[src/rtl/udp_rx_pkg.sv]
// rtl/udp_rx_pkg.sv - shared types and constants for the UDP receive path
package udp_rx_pkg;

  typedef enum logic [4:0] {
    ST_IDLE   = 5'b00001,
    ST_HEADER = 5'b00010,
    ST_DATA   = 5'b00100,
    ST_CHECK  = 5'b01000,
    ST_END    = 5'b10000
  } udp_rx_state_t;

  localparam logic [15:0] UDP_HDR_LEN  = 16'd8;
  localparam logic [7:0]  IP_PROTO_UDP = 8'h11;

  // Pseudo-header contribution known at request time (length is added later)
  function automatic logic [31:0] pseudo_hdr_sum(input logic [31:0] src, input logic [31:0] dst);
    return {16'h0, src[31:16]} + {16'h0, src[15:0]} +
           {16'h0, dst[31:16]} + {16'h0, dst[15:0]} +
           {24'h0, IP_PROTO_UDP};
  endfunction

endpackage

[src/rtl/udp_rx_if.sv]
// rtl/udp_rx_if.sv - IP-payload input stream and parsed UDP output bundle
interface udp_rx_if;
  logic        udp_rx_req;
  logic [7:0]  udp_rx_data;
  logic [15:0] ip_upper_len;
  logic [31:0] ip_src_addr;
  logic [31:0] ip_dst_addr;
  logic        rx_abort;

  logic [15:0] udp_src_port;
  logic [15:0] udp_dst_port;
  logic [15:0] udp_data_len;
  logic [7:0]  udp_data;
  logic        udp_data_valid;
  logic        udp_rx_end;
  logic        udp_checksum_error;
  logic        udp_port_error;
  logic        udp_len_error;
  logic        udp_rx_drop;

  modport master (
    output udp_rx_req, udp_rx_data, ip_upper_len, ip_src_addr, ip_dst_addr, rx_abort,
    input  udp_src_port, udp_dst_port, udp_data_len, udp_data, udp_data_valid,
           udp_rx_end, udp_checksum_error, udp_port_error, udp_len_error, udp_rx_drop
  );

  modport slave (
    input  udp_rx_req, udp_rx_data, ip_upper_len, ip_src_addr, ip_dst_addr, rx_abort,
    output udp_src_port, udp_dst_port, udp_data_len, udp_data, udp_data_valid,
           udp_rx_end, udp_checksum_error, udp_port_error, udp_len_error, udp_rx_drop
  );
endinterface

[src/rtl/udp_rx_csum_acc.sv]
// rtl/udp_rx_csum_acc.sv - one's-complement checksum accumulator (clear/preload/add/fold)
module udp_csum_acc (
  input  logic        clk,
  input  logic        rst,
  input  logic        clear,
  input  logic        preload_en,
  input  logic [31:0] preload_val,
  input  logic        add_en,
  input  logic [15:0] add_word,
  output logic [15:0] folded
);

  logic [31:0] acc;
  logic [16:0] fold1;

  // Clear, preload and add may coincide; carries are kept in the upper half until folding
  always_ff @(posedge clk) begin
    if (rst) begin
      acc <= 32'h0;
    end else begin
      acc <= (clear ? 32'h0 : acc)
           + (preload_en ? preload_val : 32'h0)
           + (add_en ? {16'h0, add_word} : 32'h0);
    end
  end

  always_comb begin
    fold1  = {1'b0, acc[15:0]} + {1'b0, acc[31:16]};
    folded = fold1[15:0] + {15'h0, fold1[16]};
  end

endmodule

[src/rtl/udp_rx.sv]
// rtl/udp_rx.sv - UDP header parser, payload forwarder and checksum verifier
module udp_rx
  import udp_rx_pkg::*;
#(
  parameter bit CHECK_ZERO_CSUM = 1'b0
) (
  input  logic        clk,
  input  logic        rst,
  input  logic [15:0] local_udp_port,
  udp_rx_if.slave     rx
);

  udp_rx_state_t state;
  logic [15:0]   pos;
  logic [15:0]   len_q;
  logic [15:0]   csum_q;
  logic [7:0]    hi_byte;
  logic          port_ok;
  logic          len_err_q;
  logic          csum_err_q;

  logic [15:0]   pair_word;
  logic [15:0]   len_field;
  logic          len_bad;
  logic          last_byte;
  logic          active;

  logic          acc_clear;
  logic          acc_pre_en;
  logic [31:0]   acc_pre_val;
  logic          acc_add_en;
  logic [15:0]   acc_word;
  logic [15:0]   acc_folded;

  always_comb begin
    pair_word = {hi_byte, rx.udp_rx_data};
    len_field = pair_word;
    len_bad   = (len_field < UDP_HDR_LEN) || (len_field > rx.ip_upper_len);
    last_byte = (state == ST_DATA) && (pos == len_q - 16'd1);
    active    = (state == ST_HEADER) || (state == ST_DATA);
  end

  // Accumulator feed: pseudo-header on request, length at byte 5, then 16-bit pairs
  always_comb begin
    acc_clear   = 1'b0;
    acc_pre_en  = 1'b0;
    acc_pre_val = 32'h0;
    acc_add_en  = 1'b0;
    acc_word    = pair_word;
    if (state == ST_IDLE && rx.udp_rx_req) begin
      acc_clear   = 1'b1;
      acc_pre_en  = 1'b1;
      acc_pre_val = pseudo_hdr_sum(rx.ip_src_addr, rx.ip_dst_addr);
    end
    if (active && !rx.rx_abort) begin
      if (pos[0]) begin
        acc_add_en = 1'b1;
      end else if (last_byte) begin
        acc_add_en = 1'b1;
        acc_word   = {rx.udp_rx_data, 8'h00};
      end
      if (state == ST_HEADER && pos == 16'd5) begin
        acc_pre_en  = 1'b1;
        acc_pre_val = {16'h0, len_field};
      end
    end
  end

  udp_csum_acc u_csum (
    .clk         (clk),
    .rst         (rst),
    .clear       (acc_clear),
    .preload_en  (acc_pre_en),
    .preload_val (acc_pre_val),
    .add_en      (acc_add_en),
    .add_word    (acc_word),
    .folded      (acc_folded)
  );

  always_ff @(posedge clk) begin
    if (rst) begin
      state                 <= ST_IDLE;
      pos                   <= 16'h0;
      len_q                 <= 16'h0;
      csum_q                <= 16'h0;
      hi_byte               <= 8'h0;
      port_ok               <= 1'b0;
      len_err_q             <= 1'b0;
      csum_err_q            <= 1'b0;
      rx.udp_src_port       <= 16'h0;
      rx.udp_dst_port       <= 16'h0;
      rx.udp_data_len       <= 16'h0;
      rx.udp_data           <= 8'h0;
      rx.udp_data_valid     <= 1'b0;
      rx.udp_rx_end         <= 1'b0;
      rx.udp_checksum_error <= 1'b0;
      rx.udp_port_error     <= 1'b0;
      rx.udp_len_error      <= 1'b0;
      rx.udp_rx_drop        <= 1'b0;
    end else begin
      rx.udp_data_valid     <= 1'b0;
      rx.udp_rx_end         <= 1'b0;
      rx.udp_checksum_error <= 1'b0;
      rx.udp_port_error     <= 1'b0;
      rx.udp_len_error      <= 1'b0;
      rx.udp_rx_drop        <= 1'b0;

      if (state != ST_IDLE && rx.rx_abort) begin
        state          <= ST_IDLE;
        rx.udp_rx_drop <= 1'b1;
      end else begin
        case (state)
          ST_IDLE: begin
            if (rx.udp_rx_req) begin
              state      <= ST_HEADER;
              pos        <= 16'h0;
              port_ok    <= 1'b0;
              len_err_q  <= 1'b0;
              csum_err_q <= 1'b0;
            end
          end
          ST_HEADER: begin
            pos <= pos + 16'd1;
            if (!pos[0]) hi_byte <= rx.udp_rx_data;
            case (pos[2:0])
              3'd1: rx.udp_src_port <= pair_word;
              3'd3: begin
                rx.udp_dst_port <= pair_word;
                port_ok         <= (pair_word == local_udp_port);
              end
              3'd5: begin
                len_q <= len_field;
                if (len_bad) begin
                  len_err_q       <= 1'b1;
                  rx.udp_data_len <= 16'h0;
                  state           <= ST_END;
                end else begin
                  rx.udp_data_len <= len_field - UDP_HDR_LEN;
                end
              end
              3'd7: begin
                csum_q <= pair_word;
                state  <= (len_q == UDP_HDR_LEN) ? ST_CHECK : ST_DATA;
              end
              default: ;
            endcase
          end
          ST_DATA: begin
            pos               <= pos + 16'd1;
            rx.udp_data       <= rx.udp_rx_data;
            rx.udp_data_valid <= port_ok;
            if (!pos[0]) hi_byte <= rx.udp_rx_data;
            if (last_byte) state <= ST_CHECK;
          end
          ST_CHECK: begin
            // A zero checksum means "sender did not compute one" unless told otherwise
            csum_err_q <= (acc_folded != 16'hFFFF) && (CHECK_ZERO_CSUM || csum_q != 16'h0);
            state      <= ST_END;
          end
          ST_END: begin
            rx.udp_rx_end         <= 1'b1;
            rx.udp_checksum_error <= csum_err_q;
            rx.udp_port_error     <= ~port_ok;
            rx.udp_len_error      <= len_err_q;
            state                 <= ST_IDLE;
          end
          default: state <= ST_IDLE;
        endcase
      end
    end
  end

endmodule
[src/flat_wrapper.sv]
// flat-port wrapper written by rule: the top's interface ports become plain ports
module udp_rx_flat import udp_rx_pkg::*;
#(
  parameter bit CHECK_ZERO_CSUM = 1'b0
)
  (clk, rst, local_udp_port, rx_udp_rx_req, rx_udp_rx_data, rx_ip_upper_len, rx_ip_src_addr, rx_ip_dst_addr, rx_rx_abort, rx_udp_src_port, rx_udp_dst_port, rx_udp_data_len, rx_udp_data, rx_udp_data_valid, rx_udp_rx_end, rx_udp_checksum_error, rx_udp_port_error, rx_udp_len_error, rx_udp_rx_drop);
  udp_rx_if rx_i ();
  input  logic clk;
  input  logic rst;
  input  logic [15:0] local_udp_port;
  input wire logic [$bits(rx_i.udp_rx_req)-1:0] rx_udp_rx_req;
  input wire logic [$bits(rx_i.udp_rx_data)-1:0] rx_udp_rx_data;
  input wire logic [$bits(rx_i.ip_upper_len)-1:0] rx_ip_upper_len;
  input wire logic [$bits(rx_i.ip_src_addr)-1:0] rx_ip_src_addr;
  input wire logic [$bits(rx_i.ip_dst_addr)-1:0] rx_ip_dst_addr;
  input wire logic [$bits(rx_i.rx_abort)-1:0] rx_rx_abort;
  output wire logic [$bits(rx_i.udp_src_port)-1:0] rx_udp_src_port;
  output wire logic [$bits(rx_i.udp_dst_port)-1:0] rx_udp_dst_port;
  output wire logic [$bits(rx_i.udp_data_len)-1:0] rx_udp_data_len;
  output wire logic [$bits(rx_i.udp_data)-1:0] rx_udp_data;
  output wire logic [$bits(rx_i.udp_data_valid)-1:0] rx_udp_data_valid;
  output wire logic [$bits(rx_i.udp_rx_end)-1:0] rx_udp_rx_end;
  output wire logic [$bits(rx_i.udp_checksum_error)-1:0] rx_udp_checksum_error;
  output wire logic [$bits(rx_i.udp_port_error)-1:0] rx_udp_port_error;
  output wire logic [$bits(rx_i.udp_len_error)-1:0] rx_udp_len_error;
  output wire logic [$bits(rx_i.udp_rx_drop)-1:0] rx_udp_rx_drop;
  assign rx_i.udp_rx_req = rx_udp_rx_req;
  assign rx_i.udp_rx_data = rx_udp_rx_data;
  assign rx_i.ip_upper_len = rx_ip_upper_len;
  assign rx_i.ip_src_addr = rx_ip_src_addr;
  assign rx_i.ip_dst_addr = rx_ip_dst_addr;
  assign rx_i.rx_abort = rx_rx_abort;
  assign rx_udp_src_port = rx_i.udp_src_port;
  assign rx_udp_dst_port = rx_i.udp_dst_port;
  assign rx_udp_data_len = rx_i.udp_data_len;
  assign rx_udp_data = rx_i.udp_data;
  assign rx_udp_data_valid = rx_i.udp_data_valid;
  assign rx_udp_rx_end = rx_i.udp_rx_end;
  assign rx_udp_checksum_error = rx_i.udp_checksum_error;
  assign rx_udp_port_error = rx_i.udp_port_error;
  assign rx_udp_len_error = rx_i.udp_len_error;
  assign rx_udp_rx_drop = rx_i.udp_rx_drop;
  udp_rx #(.CHECK_ZERO_CSUM(CHECK_ZERO_CSUM)) u_core (.clk(clk), .rst(rst), .local_udp_port(local_udp_port), .rx(rx_i));
endmodule
[config.mk]
export PLATFORM = sky130hd
export DESIGN_NAME = udp_rx_flat
export DESIGN_NICKNAME = d
export VERILOG_FILES = /design/src/rtl/udp_rx_pkg.sv /design/src/rtl/udp_rx_if.sv /design/src/rtl/udp_rx_csum_acc.sv /design/src/rtl/udp_rx.sv /design/src/flat_wrapper.sv
export SDC_FILE = /design/constraint.sdc
export NUM_CORES = 1
export LEC_CHECK = 0
export ABC_AREA = 1
export CORE_ASPECT_RATIO = 0.9
export CORE_MARGIN = 10
export CORE_UTILIZATION = 50
export DETAILED_ROUTE_END_ITERATION = 8
export GPL_TIMING_DRIVEN = 0
export PLACE_DENSITY = 0.74
export SLEW_MARGIN = 20
export SYNTH_ARGS = -nofsm -noshare
export SYNTH_HDL_FRONTEND = slang
export SYNTH_SLANG_ARGS = --single-unit
[constraint.sdc]
create_clock -name clk -period 11.16 [get_ports clk]
set_input_delay 2.232 -clock clk [delete_from_list [all_inputs] [get_ports clk]]
set_output_delay 2.232 -clock clk [all_outputs]
set_load 0.03 [all_outputs]
==> results.ini <==
[cells_and_area]
final_common_cell = nand2_1
most-common-layout-cells = nand2_1 (357), inv_1 (236), a21oi_1 (216)
design_area_um2 = 15200
nNetsFinal = 2263
fin_cells = 2356
diodes = 0
syn_to_final_growth_pct = 21.6
finish.utilization_pct = 62.3
post_route_cells_drive_above_1_share_pct = 4.70

[detailed_routing]
drc = 0
via_per_inst = 5.55
wl_um = 41300
ant_nets = 0
drtIter0Drc = 1189
drtPass1Iterations = 5
wl_per_cell_um = 17.5
vias = 13100

[global_route]
grt_pass1_wl_um = 65800
antenna_found_initial = 0
grt_start_max_net_pins = 19
grt-ovfl-total = 0
grt_pass1_vias = 12400
grt_use_total_pct = 25.5

[critical_path]
cp.required_ns = 11.50
crit_fanout = 6
r2r_start = u_core.state[2]$_SDFFE_PP0P_
crit_start = rx_ip_src_addr[0]
worstPathArrival_ns = 9.40
end_kind = flop
start_kind = primary input
criticalPathCategory = in2reg
slowest_stage = nor4_1
cp_slowest_stage_delay_ns = 0.61

[clock_tree]
post-cts-setup-buffers = 0
cts.sinks = 158
post_cts_resized = 0
clockBufferDepth = 2
clk_pin_slew_worst_paths_ns = 0.08
cts_tree = built
cts_made_buffers = 17
htree_levels = 4
worstSkewPairLatency_ns = 0.44
ctsRootBufferMaster = clkbuf_16
hold_buffers = 0

[power]
p_per_area_nw_per_um2 = 145
ir_worst_vdd_uv = 120
power_leakage_uw = 0.00692

[floorplan]
ios = 170
die_w_um = 187
rows = 54
die_area_um2 = 31800
start_util_pct = 51.2
core_um2 = 24500
die_h_um = 170

[yosys]
synth_seq_area_share_pct = 25.2
synth_edf_count = 0
syn-num-nets = 2075
ys_seq_elements = 158
yosysWarnings = 0
yosys.cell_types.count = 56
ys.flop_type = dfxtp_1
syn_avg_cell_area_um2 = 6.89
async_flop_share_pct = 0
synth_cells = 1819
syn_area_um2 = 12500

[timing]
skew_ns = 0.0151
final.min_clock_period_ns = 9.06
tns_ns = 0
timing.slew.headroom_pct = 38.9
slew_viol_final = 0
finalHoldViolCount = 0
setup_violations = 0
fmax_mhz = 110
tightestPinTransition_ns = 0.917
grt_setup_unrepaired = false
min_period_over_period_pct = 81.2

[flow_run]
cap_violations = 0

[worst_hold_path]
hold_path.class = reg2reg
hp-start = u_core.csum_err_q$_SDFFE_PP0P_

[outcome]
status = finished clean

[place]
gp_congestion = 0.935
dpl.hpwl_um = 32700
place_area_um2 = 14600
dp.cells = 2324
io_buffers = 169

Yosys cell counts, drive strengths merged, types with 2 or more instances:
master,instances,area share (%)
nand2,364,11
inv,247,7.4
a21oi,217,8.8
o21ai,160,6.4
dfxtp,158,25
nor2,140,4.6
ha,113,11
nand3,110,4.5
fa,35,5.6
xor2,35,2.5
nand4,34,1.7
nor3,32,1.6
clkbuf,30,0.90
xnor2,26,1.8
nor4,18,1.1
buf,16,0.65
or2,13,0.67
clkinv,8,0.24
o21a,8,0.48
a31oi,7,0.35
a211oi,5,0.30
a21o,5,0.30
o211ai,5,0.30
o21bai,5,0.30
nor3b,4,0.28
a21boi,3,0.18
and2,3,0.15
nand3b,3,0.18
o2111ai,3,0.21
o22ai,3,0.15
a22oi,2,0.12
and3,2,0.10
o31ai,2,0.12
sequential cells by signal (all words and copies together) (netlist names):
name                          flops
u_core.hi_byte                    8
u_core.rx.udp_dst_port           16
u_core.csum_q                    16
u_core.csum_err_q                 1
u_core.rx.udp_data                8
u_core.rx.udp_port_error          1
u_core.rx.udp_src_port           16
u_core.rx.udp_checksum_error      1
u_core.state                      5
u_core.rx.udp_data_valid          1
u_core.port_ok                    1
u_core.rx.udp_rx_end              1
u_core.pos                       16
u_core.rx.udp_len_error           1
u_core.u_csum.acc                32
u_core.len_err_q                  1
u_core.len_q                     16
u_core.rx.udp_rx_drop             1
u_core.rx.udp_data_len           16
layout make-up:
class / count / area [um^2]
fill: 2283 / 9220
multi-input combinational: 1360 / 8210
sequential: 158 / 3160
timing repair buffer: 169 / 1690
inverter: 255 / 957
clock buffer: 17 / 425
tap: 336 / 420
buffer: 46 / 194
clock inverter: 15 / 169
metrics by stage:
step / setup slack, ns / power (uW) / hold WS, ns
after floorplan: 3.18 / 1330 / 0.402
after global placement: 1.89 / 1590 / 0.415
after detailed placement: 1.82 / 1610 / 0.414
after CTS: 2.24 / 2200 / 0.424
after global routing: 1.63 / 2370 / 0.445
final: 2.10 / 2210 / 0.421
layer usage:
layer	track usage, %	vias up	part of all wire, %
met4	7.60	0	2.5
li1	-	6451	-
met3	6.46	86	9.9
met5	0	-	0
met1	35.0	5954	46
met2	38.8	596	41
cells by family after synthesis:
logic type               after synthesis  share of synthesized area [%]
AND/OR/NAND/NOR                      724                           26.3
AO/OA/AOI/OAI                        427                           18.1
buffers and inverters                301                           9.19
flip-flops                           158                           25.2
adder cells (fa/ha/maj)              148                           16.9
XOR/XNOR                              61                           4.32
power by group:
group / leakage [uW] / switching [uW] / internal [uW] / total, uW
clock: 0.000289 / 289 / 301 / 591
sequential: 0.00128 / 42.8 / 599 / 642
combinational: 0.00535 / 622 / 358 / 980
total: 0.00692 / 954 / 1260 / 2210
critical path: cells and delay by family:
kind | cells | cell delay [ns]
adder cells (fa/ha/maj) | 7 | 2.52
AO/OA/AOI/OAI | 11 | 1.93
AND/OR/NAND/NOR | 10 | 1.78
buffers and inverters | 6 | 0.82
XOR/XNOR | 1 | 0.14
path summary, 6_finish.rpt:
path / cells past startpoint / end / slack, ns
worst max register to register: 20 / u_core.u_csum.acc[28]$_SDFF_PP0_ / 5.86
worst max-delay path: 35 / u_core.u_csum.acc[28]$_SDFF_PP0_ / 2.10
worst min-delay path: 2 / u_core.rx.udp_checksum_error$_SDFF_PP0_ / 0.42
worst min register to register: 2 / u_core.rx.udp_checksum_error$_SDFF_PP0_ / 0.42
No activity file was read; power rests on OpenSTA's default activity.
==> patch (same settings) <==
Register the input `local_udp_port` before use, without a reset. The logic sees it one clock later. The other inputs are not delayed to match.
--- a/src/rtl/udp_rx.sv
+++ b/src/rtl/udp_rx.sv
@@ -10,4 +10,10 @@
   udp_rx_if.slave     rx
 );
+
+  logic [15:0] local_udp_port_q;
+
+  always_ff @(posedge clk) begin
+    local_udp_port_q <= local_udp_port;
+  end
 
   udp_rx_state_t state;
@@ -127,5 +133,5 @@
               3'd3: begin
                 rx.udp_dst_port <= pair_word;
-                port_ok         <= (pair_word == local_udp_port);
+                port_ok         <= (pair_word == local_udp_port_q);
               end
               3'd5: begin
Function: no difference found for any inputs over 4 cycles, from zero or initial values and one cycle with rst high; that may be too few to reach the edited logic, so the function may still have changed.
==> patch against the unedited design <==
- sequential cell count rose by 16
- largest cell class unchanged
- power rose by 2.0%
- critical endpoint unchanged
- worst setup slack improved by 0.34 ns
- synthesized cell count fell by 2.0%
- wire length fell by 2.5%
- sequential power rose by 8.9%
- cell area fell by 0.41%
- largest power group unchanged
- area after synthesis fell by 0.51%
- core utilization fell by 0.084 points
- highest routed layer unchanged
- non-clock buffer count rose by 1
- fmax rose by 3.9%
- die area fell by 0.45%
- clock power rose by 4.4%
==> patch: results (changes against the unedited design) <==
CP max stage cell=clkdlybuf4s50_1 (was nor4_1); Post-Route WL=40.3 mm (was 41.3 mm); vias in the first global route=12200 (was 12400); final setup skew=0.0125 ns (was 0.0151 ns); clock buffer depth=2 (unchanged); global-route usage over all layers=0.247 (was 0.255); clk slew on worst S/H paths=0.07 ns; Vias=12800 (was 13100); Hold WC Path Type=reg2reg (unchanged); gpl congestion=0.939 (was 0.935); run status=complete, no violations (unchanged); FILL cells=2240 (was 2283); r2r setup slk=5.95 ns (was 5.86 ns); post-synthesis net count=2039 (was 2075); relative slew slack=0.368 (was 0.389); CTS sink cnt=174 (was 158); final-stage net count=2227 (was 2263); main area contributors after synthesis=dfxtp_1, ha_1, nand2_1 (unchanged); sequential area share after synthesis=0.279 (was 0.252); first-pass iteration count of the detailed router=6 (was 5); worst-path fanout max=6 (unchanged); Peak VDD IR=0.000111 V (was 0.000120 V); crit-path max cell delay=0.46 ns (was 0.61 ns); Leak=6.95 nW (was 6.92 nW); drt initial violations=1407 (was 1189); share of cells above drive strength 1=0.0393 (was 0.0470); max FFs per register=32 (unchanged); first-pass GRT wire length=63.6 mm (was 65.8 mm); distinct cell type count of the synthesized netlist=48 (was 56); synth cell count leaders=nand2_1, inv_1, a21oi_1 (unchanged); Crit path arrival time=9.04 ns (was 9.40 ns); largest net degree at the start of global routing=17 (was 19); Top reg by flops=u_core.u_csum.acc (unchanged); Detailed Place HPWL=31.9 mm (was 32.7 mm)
patch: cell count changes in the layout (fill, tap and decap cells not counted), sizes merged, moves of 6 or more:
cell / change
nand2: -43
nor2: +33
nand3: -21
dfxtp: +16
clkbuf: +7
xnor2: -7
clkinv: -6
nand4: -6
nor4: -6
patch: area by class of cell:
cell class / count / area share
plain buffers: 47 / 0.0125
clock buffers: 19 / 0.0292
clock inverters: 13 / 0.0101
inverters: 256 / 0.0634
multi-input cells: 1306 / 0.516
flip-flops and latches: 174 / 0.230
well taps: 336 / 0.0277
repair buffers: 169 / 0.111
patch: worst paths after layout:
kind                     start                      endpoint  cells past startpoint
max          rx_ip_src_addr[0]         u_core.u_csum.acc[28]                     36
max reg2reg    u_core.state[3]         u_core.u_csum.acc[29]                     24
min          u_core.csum_err_q  u_core.rx.udp_checksum_error                      2
min reg2reg  u_core.csum_err_q  u_core.rx.udp_checksum_error                      2
patch: critical path: cells and delay by family:
kind,cells,cell delay (ns)
XOR/XNOR,1,0.17
AO/OA/AOI/OAI,11,1.81
buffers and inverters,5,0.80
AND/OR/NAND/NOR,12,1.48
adder cells (fa/ha/maj),7,2.53
patch: cells by family (layout without fill, tap and decap cells):
kind of cell | count (synthesis) | after routing | synth area share
DFF | 174 | 174 | 0.279
xor gates and xnor gates | 55 | 55 | 0.0409
and+or+nand+nor | 677 | 677 | 0.238
buffers and inverters | 303 | 504 | 0.0924
adders and majority gates | 148 | 148 | 0.170
AOI/OAI and AO/OA | 426 | 426 | 0.180
patch: power by group:
group	leakage, nW	switching, mW	internal [mW]
logic	5.25	0.596	0.344
registers	1.41	0.0405	0.658
clock network	0.284	0.277	0.341
patch: through the flow:
step	power [mW]	setup slack (ns)	instances	hold WS (ns)	area, um2
finish	2.26	2.44	2320	0.437	15200
detailed placement	1.63	2.16	2288	0.427	14600
global placement	1.61	2.17	2288	0.421	14600
global route	2.42	1.78	2320	0.465	15200
CTS	2.24	2.56	2320	0.439	15200
floorplan	1.37	3.51	1783	0.408	12500
patch: metal layers:
| metal | up-vias | track usage | wire length (um) |
|---|---|---|---|
| met2 | 564 | 0.389 | 17300 |
| met4 | 0 | 0.0508 | 638 |
| met5 | - | 0 | 0 |
| met3 | 59 | 0.0731 | 4430 |
| met1 | 5861 | 0.329 | 17900 |
| li1 | 6274 | - | - |
